[src/rtl/carryskip_addsub_pipe_if.sv]
// carryskip_addsub_pipe_if: operand/result valid-ready bundle for the carry-skip add/sub pipeline
interface carryskip_addsub_pipe_if #(parameter int WIDTH = 16);
  logic in_valid, in_ready, cin, out_valid, out_ready, cout, ovf, zero;
  logic [WIDTH-1:0] a, b, sum;
  logic [1:0] op;
  modport master(output in_valid, a, b, cin, op, out_ready,
                 input in_ready, out_valid, sum, cout, ovf, zero);
  modport slave(input in_valid, a, b, cin, op, out_ready,
                output in_ready, out_valid, sum, cout, ovf, zero);
endinterface

[src/rtl/carryskip_addsub_pipe.sv]
// carryskip_addsub_pipe: pipelined carry-skip add/sub with signed saturation, status flags and global-stall handshake
module carryskip_addsub_pipe #(
  parameter int WIDTH  = 16,
  parameter int BLOCK  = 4,
  parameter int STAGES = 2
) (
  input logic clk,
  input logic rst_n,
  carryskip_addsub_pipe_if.slave io
);
  localparam int G  = WIDTH / (BLOCK * STAGES);
  localparam int SW = G * BLOCK;
  logic adv;
  logic [WIDTH-1:0] raw, sum_n, sum_d, sum_q;
  logic am, bm, ovf_n, cout_d, cout_q, ovf_d, ovf_q, zero_d, zero_q, out_valid_d, out_valid_q;

  function automatic logic [SW:0] skip_add(input logic [SW-1:0] x, input logic [SW-1:0] y, input logic ci);
    logic [SW-1:0] s;
    logic c, rc, p;
    c = ci;
    s = '0;
    for (int g = 0; g < G; g++) begin
      rc = c;
      p  = 1'b1;
      for (int i = 0; i < BLOCK; i++) begin
        s[g*BLOCK+i] = x[g*BLOCK+i] ^ y[g*BLOCK+i] ^ rc;
        rc = (x[g*BLOCK+i] & y[g*BLOCK+i]) | ((x[g*BLOCK+i] ^ y[g*BLOCK+i]) & rc);
        p  = p & (x[g*BLOCK+i] ^ y[g*BLOCK+i]);
      end
      c = p ? c : rc;
    end
    return {c, s};
  endfunction

  assign adv = !out_valid_q || io.out_ready;
  assign io.in_ready = adv;

  // Each stage consumes the low SW bits of the remaining operands and appends to the finished low sum
  for (genvar k = 0; k < STAGES; k++) begin : g_st
    localparam int R = WIDTH - k * SW;
    localparam int D = (k + 1) * SW;
    logic [R-1:0] ar_i, br_i;
    logic c_i, v_i, sat_i;
    logic [SW:0] r;
    logic [D-1:0] lo_o;
    if (k == 0) begin : g_in
      assign ar_i  = io.a;
      assign br_i  = io.b ^ {WIDTH{io.op[0]}};
      assign c_i   = io.cin ^ io.op[0];
      assign v_i   = io.in_valid;
      assign sat_i = io.op[1];
      assign lo_o  = r[SW-1:0];
    end else begin : g_in
      assign ar_i  = g_st[k-1].g_reg.ar_q;
      assign br_i  = g_st[k-1].g_reg.br_q;
      assign c_i   = g_st[k-1].g_reg.c_q;
      assign v_i   = g_st[k-1].g_reg.v_q;
      assign sat_i = g_st[k-1].g_reg.sat_q;
      assign lo_o  = {r[SW-1:0], g_st[k-1].g_reg.lo_q};
    end
    assign r = skip_add(ar_i[SW-1:0], br_i[SW-1:0], c_i);
    if (k < STAGES - 1) begin : g_reg
      logic [R-SW-1:0] ar_d, ar_q, br_d, br_q;
      logic [D-1:0] lo_d, lo_q;
      logic c_d, c_q, v_d, v_q, sat_d, sat_q;
      always_comb begin
        ar_d  = adv ? ar_i[R-1:SW] : ar_q;
        br_d  = adv ? br_i[R-1:SW] : br_q;
        lo_d  = adv ? lo_o : lo_q;
        c_d   = adv ? r[SW] : c_q;
        sat_d = adv ? sat_i : sat_q;
        v_d   = adv ? v_i : v_q;
      end
      always_ff @(posedge clk) begin
        {ar_q, br_q, lo_q, c_q, sat_q} <= {ar_d, br_d, lo_d, c_d, sat_d};
        v_q <= rst_n && v_d;
      end
    end
  end

  // Operand sign bits survive in the top of the last stage's remaining operands
  always_comb begin
    raw         = g_st[STAGES-1].lo_o;
    am          = g_st[STAGES-1].ar_i[SW-1];
    bm          = g_st[STAGES-1].br_i[SW-1];
    ovf_n       = (am == bm) && (raw[WIDTH-1] != am);
    sum_n       = (g_st[STAGES-1].sat_i && ovf_n) ? {am, {(WIDTH-1){!am}}} : raw;
    sum_d       = adv ? sum_n : sum_q;
    cout_d      = adv ? g_st[STAGES-1].r[SW] : cout_q;
    ovf_d       = adv ? ovf_n : ovf_q;
    zero_d      = adv ? (sum_n == '0) : zero_q;
    out_valid_d = adv ? g_st[STAGES-1].v_i : out_valid_q;
  end

  always_ff @(posedge clk) begin
    if (!rst_n) {sum_q, cout_q, ovf_q, zero_q, out_valid_q} <= '0;
    else {sum_q, cout_q, ovf_q, zero_q, out_valid_q} <= {sum_d, cout_d, ovf_d, zero_d, out_valid_d};
  end

  assign io.sum       = sum_q;
  assign io.cout      = cout_q;
  assign io.ovf       = ovf_q;
  assign io.zero      = zero_q;
  assign io.out_valid = out_valid_q;
endmodule

[src/flat_wrapper.sv]
// flat-port wrapper written by rule: the top's interface ports become plain ports
module carryskip_addsub_pipe_flat 
#(
  parameter int WIDTH  = 16,
  parameter int BLOCK  = 4,
  parameter int STAGES = 2
)
  (clk, rst_n, io_in_valid, io_a, io_b, io_cin, io_op, io_out_ready, io_in_ready, io_out_valid, io_sum, io_cout, io_ovf, io_zero);
  carryskip_addsub_pipe_if #(.WIDTH(WIDTH)) io_i ();
  input logic clk;
  input logic rst_n;
  input wire logic [$bits(io_i.in_valid)-1:0] io_in_valid;
  input wire logic [$bits(io_i.a)-1:0] io_a;
  input wire logic [$bits(io_i.b)-1:0] io_b;
  input wire logic [$bits(io_i.cin)-1:0] io_cin;
  input wire logic [$bits(io_i.op)-1:0] io_op;
  input wire logic [$bits(io_i.out_ready)-1:0] io_out_ready;
  output wire logic [$bits(io_i.in_ready)-1:0] io_in_ready;
  output wire logic [$bits(io_i.out_valid)-1:0] io_out_valid;
  output wire logic [$bits(io_i.sum)-1:0] io_sum;
  output wire logic [$bits(io_i.cout)-1:0] io_cout;
  output wire logic [$bits(io_i.ovf)-1:0] io_ovf;
  output wire logic [$bits(io_i.zero)-1:0] io_zero;
  assign io_i.in_valid = io_in_valid;
  assign io_i.a = io_a;
  assign io_i.b = io_b;
  assign io_i.cin = io_cin;
  assign io_i.op = io_op;
  assign io_i.out_ready = io_out_ready;
  assign io_in_ready = io_i.in_ready;
  assign io_out_valid = io_i.out_valid;
  assign io_sum = io_i.sum;
  assign io_cout = io_i.cout;
  assign io_ovf = io_i.ovf;
  assign io_zero = io_i.zero;
  carryskip_addsub_pipe #(.WIDTH(WIDTH), .BLOCK(BLOCK), .STAGES(STAGES)) u_core (.clk(clk), .rst_n(rst_n), .io(io_i));
endmodule
[config.mk]
export PLATFORM = sky130hd
export DESIGN_NAME = carryskip_addsub_pipe_flat
export DESIGN_NICKNAME = d
export VERILOG_FILES = /design/src/rtl/carryskip_addsub_pipe_if.sv /design/src/rtl/carryskip_addsub_pipe.sv /design/src/flat_wrapper.sv
export SDC_FILE = /design/constraint.sdc
export NUM_CORES = 1
export LEC_CHECK = 0
export CAP_MARGIN = 40
export CORE_MARGIN = 1.5
export CORE_UTILIZATION = 52
export CTS_BUF_LIST = sky130_fd_sc_hd__clkbuf_4
export DETAILED_ROUTE_END_ITERATION = 7
export PLACE_DENSITY = 0.83
export SYNTH_ARGS = -nofsm -noshare
export SYNTH_HDL_FRONTEND = slang
export SYNTH_SLANG_ARGS = --single-unit
[constraint.sdc]
create_clock -name clk -period 6.7 [get_ports clk]
set_input_delay 1.34 -clock clk [delete_from_list [all_inputs] [get_ports clk]]
set_output_delay 1.34 -clock clk [all_outputs]
set_load 0.05 [all_outputs]
# After elaboration in Yosys (flattened, before gate mapping)

Index checks and enable logic that the tools add are counted.

Input port bits: 39
Register bits after elaboration: 47

Bitwise logic cells: 94
Reductions and logical operators: 7
Multiplexer cells: 6
Eq/ne operators: 2

Operators by type and width:

| cell                  | number |
|---|---|
| bitwise AND 1 bit     | 44 |
| XOR 1 bit             | 33 |
| zero test 16 bit      | 1 |
| 2-to-1 mux 16 bit     | 1 |
| OR 1 bit              | 16 |
| XOR 16 bit            | 1 |
| 2-to-1 mux 1 bit      | 5 |
| logical AND 1 bit     | 3 |
| zero test 1 bit       | 2 |
| equality test 1 bit   | 1 |
| logical OR 1 bit      | 1 |
| inequality test 1 bit | 1 |

# Depth between registers and ports, before layout

Gate-level depths: netlist (run 1).

Depth after elaboration: 22
Depth in mapped cells: 17
Mapped depth without buffers: 16

# Worst setup path after synthesis (run 1)

No wires, ideal clock.

Path kind: in2reg
Start point: input io_op[0]
End point: register u_core.g_st[0].g_reg.lo_q[7] (data pin)
Library setup time: 269 ps
Data required time: 6431 ps
Stages: 13
Arrival: 5143 ps
Slack: 1288 ps
Path through: buf_2 -> xor2_1 -> inv_1 -> fa_1 -> fa_1 -> fa_1 -> fa_1 -> mux2_2 -> fa_1 -> fa_1 -> fa_1 -> inv_1 -> fa_1

Longest elaborated chain between the ends: 18
Elaborated cells on any way between the ends: 36
Classes of those cells: mux (1); bitwise (35)

Ends and longest elaborated chain:

| element                          | line                                                     | RTL |
|---|---|---|
| from (decl)                      | flat_wrapper.sv:16                                       | `input wire logic [$bits(io_i.op)-1:0] io_op;` |
| XOR 16 bit                       | carryskip_addsub_pipe.sv:48                              | `assign br_i = io.b ^ {WIDTH{io.op[0]}};` |
| XOR 1 bit                        | carryskip_addsub_pipe.sv:27, carryskip_addsub_pipe.sv:28 |  |
| bitwise AND 1 bit                | carryskip_addsub_pipe.sv:27                              | `rc = (x[g*BLOCK+i] & y[g*BLOCK+i]) \| ((x[g*BLOCK+i] ^ y[g*BLOCK+i]) & rc);` |
| OR 1 bit                         | carryskip_addsub_pipe.sv:27                              |  |
| bitwise AND 1 bit                | carryskip_addsub_pipe.sv:27                              |  |
| OR 1 bit                         | carryskip_addsub_pipe.sv:27                              |  |
| bitwise AND 1 bit                | carryskip_addsub_pipe.sv:27                              |  |
| OR 1 bit                         | carryskip_addsub_pipe.sv:27                              |  |
| [... 3 more ...]                 | n/a                                                      |  |
| bitwise AND 1 bit                | carryskip_addsub_pipe.sv:27                              |  |
| OR 1 bit                         | carryskip_addsub_pipe.sv:27                              |  |
| bitwise AND 1 bit                | carryskip_addsub_pipe.sv:27                              |  |
| OR 1 bit                         | carryskip_addsub_pipe.sv:27                              |  |
| bitwise AND 1 bit                | carryskip_addsub_pipe.sv:27                              |  |
| OR 1 bit                         | carryskip_addsub_pipe.sv:27                              |  |
| XOR 1 bit (*)                    | carryskip_addsub_pipe.sv:26                              | `s[g*BLOCK+i] = x[g*BLOCK+i] ^ y[g*BLOCK+i] ^ rc;` |
| named net u_core.g_st[0].lo_o[7] | carryskip_addsub_pipe.sv:45                              | `logic [D-1:0] lo_o;` |
| to (signal assigned)             | carryskip_addsub_pipe.sv:75                              | `{ar_q, br_q, lo_q, c_q, sat_q} <= {ar_d, br_d, lo_d, c_d, sat_d};` |
| to (decl)                        | carryskip_addsub_pipe.sv:64                              | `logic [D-1:0] lo_d, lo_q;` |

The timed path passes the listed nets; every way through them passes the cells marked *.
A chain may end at the register's enable or synchronous reset.

# Final worst setup path (run 1)

Same ends and word-level chain as after synthesis.

==> qor.csv, run 1 <==
metric,value,unit
cts_max_level,2,
cp.required,6.81,ns
cts_max_path_buffers,2,
timing.final.crit_share,86.7,%
core_region_area,0.00472,sq mm
clkPwrFrac,16.0,%
synth_cell_types,35,
rsz0062_at_grt,no,
place_hpwl,3.68,mm
dr.pass1.iters,4,
insertion_delay,0.36,ns
grt-busiest-layer,met2,
cts_buffers,5,
post_cts_buffers,0,
routabilityCongestion,0.844,
synth_top_area_share,30.7,%
vdd_drop_max,113,uV
grtUsageTotal,19.3,%
nets,354,
drv_slew,0,
p_comb_share,38.0,%
synth-seq-cells,47,
synth_top_area_cell,edfxtp_1,
layout-drive-gt1-share,5.99,%
io_buffers,59,
syn-num-nets,296,
status,finished clean,
worst_pin_slew,0.864,ns
pin_count,60,
switching_power,0.314,mW
internal-power,0.541,mW
syn_inst,225,
seq_power_share,46.0,%
syn2layout_area_growth,27.2,%
antenna_left,0,
avgRoutedWirePerCell,13.4,um
stdcell_area,0.00324,sq mm
cts_root_buf,clkbuf_4,
die_h,72.9,um
numClockSinks,47,
synth.cell_area,0.00254,sq mm
drt_iter0_drc,158,
synth_warnings,0,
hold_path.class,reg2reg,
cts_resized,0,
worstPathArrival,5.92,ns
finalSetupViolCount,0,
grt_overflow,0,
grt_use_met3,3.59,%
endpoint_kind,register,
slew-limit-headroom,42.0,%
fp.dieW,72.9,um
met1_usage,23.5,%
worst_hold_slack,0.485,ns
grtUsageMet2,34.3,%
synth.avg_cell_area,11.3,sq um
synthTopCellsByArea,"edfxtp_1 31%, dfxtp_1 17%, fa_1 13%, ha_1 7.9%, xor2_1 5.9%",
drv_cap,0,
cts_tree,done,
crit_fanout,6,
finalHoldViolations,0,
drt-total-wl,4.70,mm
max_freq,172,MHz
drc,0,
switching_share,36.7,%
viasPerCell,4.90,
placed_area,0.00318,sq mm
cp-start-kind,primary input,
synth-seq-area-share,47.2,%
antenna_cells,0,
grt_pass1_vias,1757,
rows,25,
antenna_found_initial,0,
initial_core_util,53.9,%
p_total,0.855,mW
grt_max_degree,48,
tns,0,ns
dieArea,0.00532,sq mm
post-route-min-period,5.81,ns
powerDensity,264,mW/mm^2
postCtsHoldBufs,0,
grt_pass1_wl,7.76,mm
clk_pin_slew,0.12,ns
path_class,in2reg,
fin_skew,0.0118,ns
via_count,1719,
leakage,1.36,nW
per-layer routing:
| metal | up-vias | share of wire [%] |
|---|---|---|
| li1 | 856 | - |
| met1 | 800 | 42 |
| met2 | 54 | 52 |
| met3 | 9 | 4.1 |
| met4 | 0 | 1.9 |
| met5 | - | 0 |
registers in the layout, indices dropped and copies added, names as in the netlist:
register                 flops
u_core.g_st.g_reg.ar_q       8
u_core.g_st.g_reg.br_q       8
u_core.g_st.g_reg.c_q        1
u_core.g_st.g_reg.lo_q       8
u_core.g_st.g_reg.sat_q      1
u_core.g_st.g_reg.v_q        1
u_core.io.cout               1
u_core.io.out_valid          1
u_core.io.ovf                1
u_core.io.sum               16
u_core.io.zero               1
through the flow:
| step | instances | worst slack [ns] | utilization (%) |
|---|---|---|---|
| 3_5_place_dp | 343 | 0.510 | 67.3 |
| 3_3_place_gp | 343 | 0.763 | 67.3 |
| 6_report | 351 | 0.890 | 68.5 |
| 5_1_grt | 351 | 0.751 | 68.5 |
| 4_1_cts | 351 | 0.899 | 68.5 |
| 2_1_floorplan | 225 | 1.29 | - |
power by group through the flow:
| stage | registers, mW | clock network (mW) | logic [mW] |
|---|---|---|---|
| 4_1_cts | 0.394 | 0.138 | 0.328 |
| 5_1_grt | 0.399 | 0.148 | 0.354 |
| 3_3_place_gp | 0.397 | 0 | 0.313 |
| 2_1_floorplan | 0.473 | 0 | 0.137 |
| 3_5_place_dp | 0.400 | 0 | 0.325 |
| 6_report | 0.393 | 0.137 | 0.325 |
Yosys cell counts:
cell type / number
inv_1: 30
edfxtp_1: 26
dfxtp_1: 21
a21oi_1: 18
xor2_1: 17
fa_1: 16
ha_1: 16
nor2_1: 16
o21ai_0: 16
nand2_1: 6
buf_2: 5
nand3_1: 4
nand4_1: 4
nor2b_1: 3
a21boi_0: 2
buf_4: 2
clkbuf_1: 2
mux2_2: 2
nor4_1: 2
o21ai_1: 2
a211oi_1: 1
and3b_1: 1
inv_2: 1
nand2b_4: 1
nor3_1: 1
nor3b_1: 1
nor4bb_1: 1
o2111ai_1: 1
o21a_1: 1
o21ai_2: 1
o31a_1: 1
o31ai_2: 1
o41ai_2: 1
or2_4: 1
xnor2_1: 1
kinds of logic after synthesis:
group,Yosys count,synth area share [%]
flip-flops,47,47.2
multiplexers,2,0.885
AND/OR/NAND/NOR,41,8.36
adder cells (fa/ha/maj),32,20.5
buffers and inverters,40,6.44
AO/OA/AOI/OAI,45,10.4
XOR/XNOR,18,6.20
cells in the final DEF (no fill, tap or decap), types with 2 or more instances in the layout:
master and n:
clkdlybuf4s50_1 59, inv_1 30, edfxtp_1 26, dfxtp_1 21, a21oi_1 18, xor2_1 17
nor2_1 16, o21ai_0 16, fa_1 16, ha_1 16, clkbuf_4 7, nand2_1 6
nand4_1 4, nand3_1 4, nor2b_1 3, mux2_2 2, o21ai_1 2, a21boi_0 2
nor4_1 2
area by class of cell:
type                            instances  area (sq um)
Fill cell                             355          1490
Sequential cell                        47          1200
Multi-Input combinational cell        138          1180
Timing Repair Buffer                   60           598
Inverter                               31           116
Tap cell                               67          83.8
Clock buffer                            7          52.6
Clock inverter                          1          5.00
final timing paths:
kind                                            from                                endpoint  slack [ns]  depth (start not counted)
setup / recovery                            io_op[0]  u_core.g_st[0].g_reg.lo_q[7]$_DFFE_PN_        0.89                         13
hold reg to reg        u_core.io.sum[8]$_SDFFE_PN0N_           u_core.io.sum[8]$_SDFFE_PN0N_        0.48                          2
hold / removal         u_core.io.sum[8]$_SDFFE_PN0N_           u_core.io.sum[8]$_SDFFE_PN0N_        0.48                          2
setup reg to reg  u_core.g_st[0].g_reg.c_q$_DFFE_PN_          u_core.io.sum[12]$_SDFFE_PN0N_        1.21                         15
worst max-delay path, cell delays in order:
cell             delay, ns
clkdlybuf4s50_1       0.64
xor2_1                0.26
inv_1                 0.09
fa_1                  0.43
fa_1                  0.40
fa_1                  0.40
fa_1                  0.38
mux2_2                0.30
fa_1                  0.39
fa_1                  0.41
fa_1                  0.38
inv_1                 0.08
fa_1                  0.42
No activity file was read; power rests on OpenSTA's default activity.
==> inputs of run 2 (changes only) <==
Settings changed: CORE_ASPECT_RATIO set to 0.6, CORE_MARGIN 1.5 to 10.
==> run 2 against run 1 <==
Wire length grew 15%; core utilization grew 1.4 points; via count shrank 0.17%; sequential share of layout area shrank 0.24 points; register-to-register slack lost 0.08 ns; clock power grew 19%; flip-flop and latch count is the same; critical path type unchanged; largest cell class unchanged.
==> qor.csv, run 2 (synthesis gave the netlist of run 1 again) <==
metric,value,unit,change
status,finished clean,,
placed_area,0.00318,sq mm,about the same
via_count,1716,,-0.17%
syn2layout_area_growth,28.0,%,
mostFrequentLayoutCell,clkdlybuf4s50_1,,
rows,19,,-24%
cts_resized,0,,unchanged
antenna_left,0,,unchanged
cp.required,6.82,ns,about the same
grt_pass1_vias,1805,,+2.7%
routabilityCongestion,0.863,,+2.1%
drv_cap,0,,unchanged
cts_buffers,5,,unchanged
cts_root_buf,clkbuf_4,,
post-route-min-period,5.70,ns,-0.110 ns
pin_count,60,,unchanged
grt_max_degree,48,,unchanged
io_buffers,59,,unchanged
stdcell_area,0.00326,sq mm,+0.66%
grt_pass1_wl,8.96,mm,+15%
postCtsHoldBufs,0,,unchanged
worst_pin_slew,0.894,ns,+0.0303 ns
place_hpwl,4.28,mm,+16%
max_freq,175,MHz,+1.9%
slowest_stage,clkdlybuf4s50_1,,
worstPathCellList,"clkdlybuf4s50_1, buf_4, xor2_1, inv_1, fa_1, fa_1, fa_1, fa_1, mux2_2, fa_1, fa_1, fa_1, inv_1, fa_1",,
powerDensity,273,mW/mm^2,+3.1%
numClockSinks,47,,unchanged
rsz0062_at_grt,no,,
drv_slew,0,,unchanged
slew-limit-headroom,40.0,%,-2.0 points
drt_iter0_drc,96,,-39%
core_region_area,0.00466,sq mm,-1.4%
cts_max_level,2,,unchanged
vdd_drop_max,133,uV,+17%
fp.dieW,110,um,+51%
avgRoutedWirePerCell,15.5,um,+16%
crit_fanout,8,,+2
dieArea,0.00818,sq mm,+54%
nets,355,,+0.28%
final_cell_mix,"59 x clkdlybuf4s50_1, 30 x inv_1, 26 x edfxtp_1, 21 x dfxtp_1, 18 x a21oi_1",,
finalSetupViolCount,0,,unchanged
largest_reg_flops,16,,unchanged
grt_overflow,0,,unchanged
die_h,74.2,um,+1.7%
cts_tree,done,,
grtUsageTotal,13.8,%,-5.5 points
cp_slowest_stage_delay,0.48,ns,-0.16 ns
post_cts_buffers,0,,unchanged
viasPerCell,4.93,,+0.69%
antenna_cells,0,,unchanged
layout-drive-gt1-share,5.96,%,-0.021 points
drc,0,,unchanged
hold_path.class,reg2reg,,
finalHoldViolations,0,,unchanged
worstPathArrival,5.82,ns,-0.10 ns
timing.final.crit_share,85.1,%,-1.6 points
dr.pass1.iters,5,,+1
insertion_delay,0.36,ns,about the same
clk_pin_slew,0.13,ns,about the same
antenna_found_initial,0,,unchanged
cp-start-kind,primary input,,
initial_core_util,54.6,%,+0.74 points
cts_max_path_buffers,2,,unchanged
drt-total-wl,5.38,mm,+15%
crit_top_cell,fa_1,,
path_class,in2reg,,
fin_skew,0.00982,ns,-0.00196 ns
leakage,1.37,nW,+0.83%
tns,0,ns,unchanged
endpoint_kind,register,,
run 2: stage by stage:
step                std cells  util, %  power [mW]  setup slack (ns)  hold slack (ns)
floorplan                 225        -       0.610              1.29            0.440
finish                    348     69.9       0.888              1.00            0.476
detailed placement        340     68.3       0.730             0.596            0.456
global route              348     69.9       0.940             0.805            0.494
CTS                       348     69.9       0.891             0.979            0.473
global placement          340     68.3       0.720             0.764            0.449
run 2: where the power goes:
part | switching, mW | internal (mW) | leakage [nW]
logic | 0.200 | 0.131 | 0.882
clock network | 0.0861 | 0.0768 | 0.0426
registers | 0.0327 | 0.361 | 0.447
total | 0.319 | 0.569 | 1.37
run 2: critical path, delay by kind of cell:
kind,cells,cell delay [ns]
fa+ha+maj,8,3.11
buf+inv,4,0.84
mux,1,0.29
xor+xnor,1,0.23
run 2: path summary, 6_finish.rpt:
check | to | start | slack (ns) | cells after the start
min | u_core.io.cout$_SDFFE_PN0N_ | u_core.io.cout$_SDFFE_PN0N_ | 0.48 | 2
min reg2reg | u_core.io.cout$_SDFFE_PN0N_ | u_core.io.cout$_SDFFE_PN0N_ | 0.48 | 2
max reg2reg | u_core.io.sum[7]$_SDFFE_PN0N_ | u_core.g_st[0].g_reg.c_q$_DFFE_PN_ | 1.13 | 15
max | u_core.g_st[0].g_reg.lo_q[7]$_DFFE_PN_ | io_op[0] | 1.0 | 14
run 2: area by class of cell:
| cell class | count | area [sq um] |
|---|---|---|
| tap | 63 | 78.8 |
| inverter | 31 | 116 |
| timing repair buffer | 61 | 606 |
| clock inverter | 3 | 38.8 |
| multi-input combinational | 138 | 1180 |
| fill | 360 | 1400 |
| sequential | 47 | 1200 |
| clock buffer | 5 | 37.5 |
run 2: per-layer routing:
| layer | wire length [um] | GRT usage, % | up-vias |
|---|---|---|---|
| li1 | - | - | 859 |
| met3 | 463 | 4.49 | 5 |
| met5 | 0 | 0 | - |
| met2 | 2320 | 20.8 | 55 |
| met4 | 36 | 2.84 | 0 |
| met1 | 2560 | 18.9 | 797 |
==> inputs of run 3 (changes only) <==
Settings changed: MAX_ROUTING_LAYER set to met4.
==> run 3 against run 2 <==
Register-to-register slack is essentially flat; global-route usage grew 0.42 points; sequential power is essentially flat; via count grew 2.3%; core utilization is the same; largest cell class unchanged.
==> qor.csv, run 3 (synthesis gave the netlist of run 1 again) <==
metric,value,unit,change
antenna_cells,0,,unchanged
ff_latch_area,0.00120,sq mm,unchanged
drt-total-wl,5.35,mm,-0.50%
cts_max_path_buffers,2,,unchanged
cts_tree,done,,
nets,355,,unchanged
final_cell_mix,"59 x clkdlybuf4s50_1, 30 x inv_1, 26 x edfxtp_1, 21 x dfxtp_1, 18 x a21oi_1",,
powerDensity,272,mW/mm^2,-0.14%
grt_pass1_wl,8.96,mm,unchanged
internal-power,0.569,mW,about the same
drt_iter0_drc,104,,+8.3%
place_hpwl,4.28,mm,unchanged
seq_power_share,44.4,%,about the same
fill_cells,360,,unchanged
post-route-min-period,5.71,ns,+0.00584 ns
mostFrequentLayoutCell,clkdlybuf4s50_1,,
r2r_slack,1.14,ns,about the same
drv_cap,0,,unchanged
core_region_area,0.00466,sq mm,unchanged
grtUsageTotal,14.2,%,+0.42 points
cts_root_buf,clkbuf_4,,
initial_core_util,54.6,%,unchanged
finalSetupViolCount,0,,unchanged
timing.final.crit_share,85.2,%,+0.087 points
finalHoldViolations,0,,unchanged
numClockSinks,47,,unchanged
syn2layout_area_growth,28.0,%,unchanged
vdd_drop_max,133,uV,-0.12%
cp.required,6.81,ns,about the same
max_freq,175,MHz,-0.10%
leakage,1.37,nW,unchanged
cp-start-kind,primary input,,
dr.pass1.iters,4,,-1
routabilityCongestion,0.876,,+1.6%
multi_input_area,0.00118,sq mm,unchanged
drv_slew,0,,unchanged
rows,19,,unchanged
grt_pass1_vias,1810,,+0.28%
dieArea,0.00818,sq mm,unchanged
worstPathArrival,5.81,ns,about the same
fin_skew,0.0125,ns,+0.00265 ns
antenna_found_initial,0,,unchanged
hold_path.class,reg2reg,,
tns,0,ns,unchanged
fp.dieW,110,um,unchanged
worst_hold_slack,0.476,ns,+0.000148 ns
slew-limit-headroom,40.4,%,+0.34 points
clk_pin_slew,0.13,ns,about the same
insertion_delay,0.35,ns,about the same
drc,0,,unchanged
layout-drive-gt1-share,5.96,%,unchanged
path_class,in2reg,,
switching_share,35.8,%,-0.10 points
pin_count,60,,unchanged
viasPerCell,5.05,,+2.3%
switching_power,0.318,mW,-0.43%
endpoint_kind,register,,
antenna_left,0,,unchanged
crit_fanout,8,,unchanged
largest_reg_flops,16,,unchanged
rsz0062_at_grt,no,,
grt_max_degree,48,,unchanged
worst_pin_slew,0.889,ns,-0.00507 ns
cts_buffers,5,,unchanged
io_buffers,59,,unchanged
postCtsHoldBufs,0,,unchanged
clkPwrFrac,18.2,%,-0.2 points
avgRoutedWirePerCell,15.4,um,-0.50%
via_count,1756,,+2.3%
cts_max_level,2,,unchanged
post_cts_buffers,0,,unchanged
p_comb_share,37.3,%,about the same
status,finished clean,,
cts_resized,0,,unchanged
die_h,74.2,um,unchanged
grt_overflow,0,,unchanged
## run 3: area by class of cell
cell class / instances / area share [%]
well taps: 63 / 2.42
clock inverters: 3 / 1.19
flip-flops and latches: 47 / 36.9
multi-input cells: 138 / 36.2
repair buffers: 61 / 18.6
clock buffers: 5 / 1.15
inverters: 31 / 3.57
## run 3: layer usage
| metal | global-route usage, % | up-vias | routed length (um) |
|---|---|---|---|
| li1 | - | 863 | - |
| met1 | 19.3 | 818 | 2550 |
| met2 | 20.8 | 71 | 2340 |
| met3 | 3.80 | 4 | 441 |
| met4 | 2.84 | 0 | 24 |
| met5 | - | - | 0 |
## run 3: power by group through the flow
stage	combinational, mW	sequential [mW]	clock [mW]
3_3_place_gp	0.322	0.398	0
4_1_cts	0.333	0.393	0.165
3_5_place_dp	0.331	0.400	0
5_1_grt	0.363	0.400	0.176
2_1_floorplan	0.137	0.473	0
6_report	0.331	0.394	0.161
## run 3: final timing paths
| check | from | end | depth (start not counted) |
|---|---|---|---|
| min | u_core.io.cout$_SDFFE_PN0N_ | u_core.io.cout$_SDFFE_PN0N_ | 2 |
| max | io_op[0] | u_core.g_st[0].g_reg.lo_q[7]$_DFFE_PN_ | 14 |
| max reg2reg | u_core.g_st[0].g_reg.c_q$_DFFE_PN_ | u_core.io.sum[7]$_SDFFE_PN0N_ | 15 |
| min reg2reg | u_core.io.cout$_SDFFE_PN0N_ | u_core.io.cout$_SDFFE_PN0N_ | 2 |
## run 3: critical path, stage by stage
cell,delay [ns]
clkdlybuf4s50_1,0.48
buf_4,0.19
xor2_1,0.23
inv_1,0.09
fa_1,0.41
fa_1,0.40
fa_1,0.40
fa_1,0.36
mux2_2,0.29
fa_1,0.38
fa_1,0.40
fa_1,0.36
inv_1,0.07
fa_1,0.39
## run 3: metrics by stage
stage	cells	util (%)	cell area, sq um	total power [mW]	worst slack [ns]
floorplan	225	-	2540	0.610	1.29
global placement	340	68.3	3180	0.720	0.764
detailed placement	340	68.3	3180	0.730	0.596
CTS	348	69.9	3260	0.891	0.979
global route	348	69.9	3260	0.940	0.805
finish	348	69.9	3260	0.887	0.994
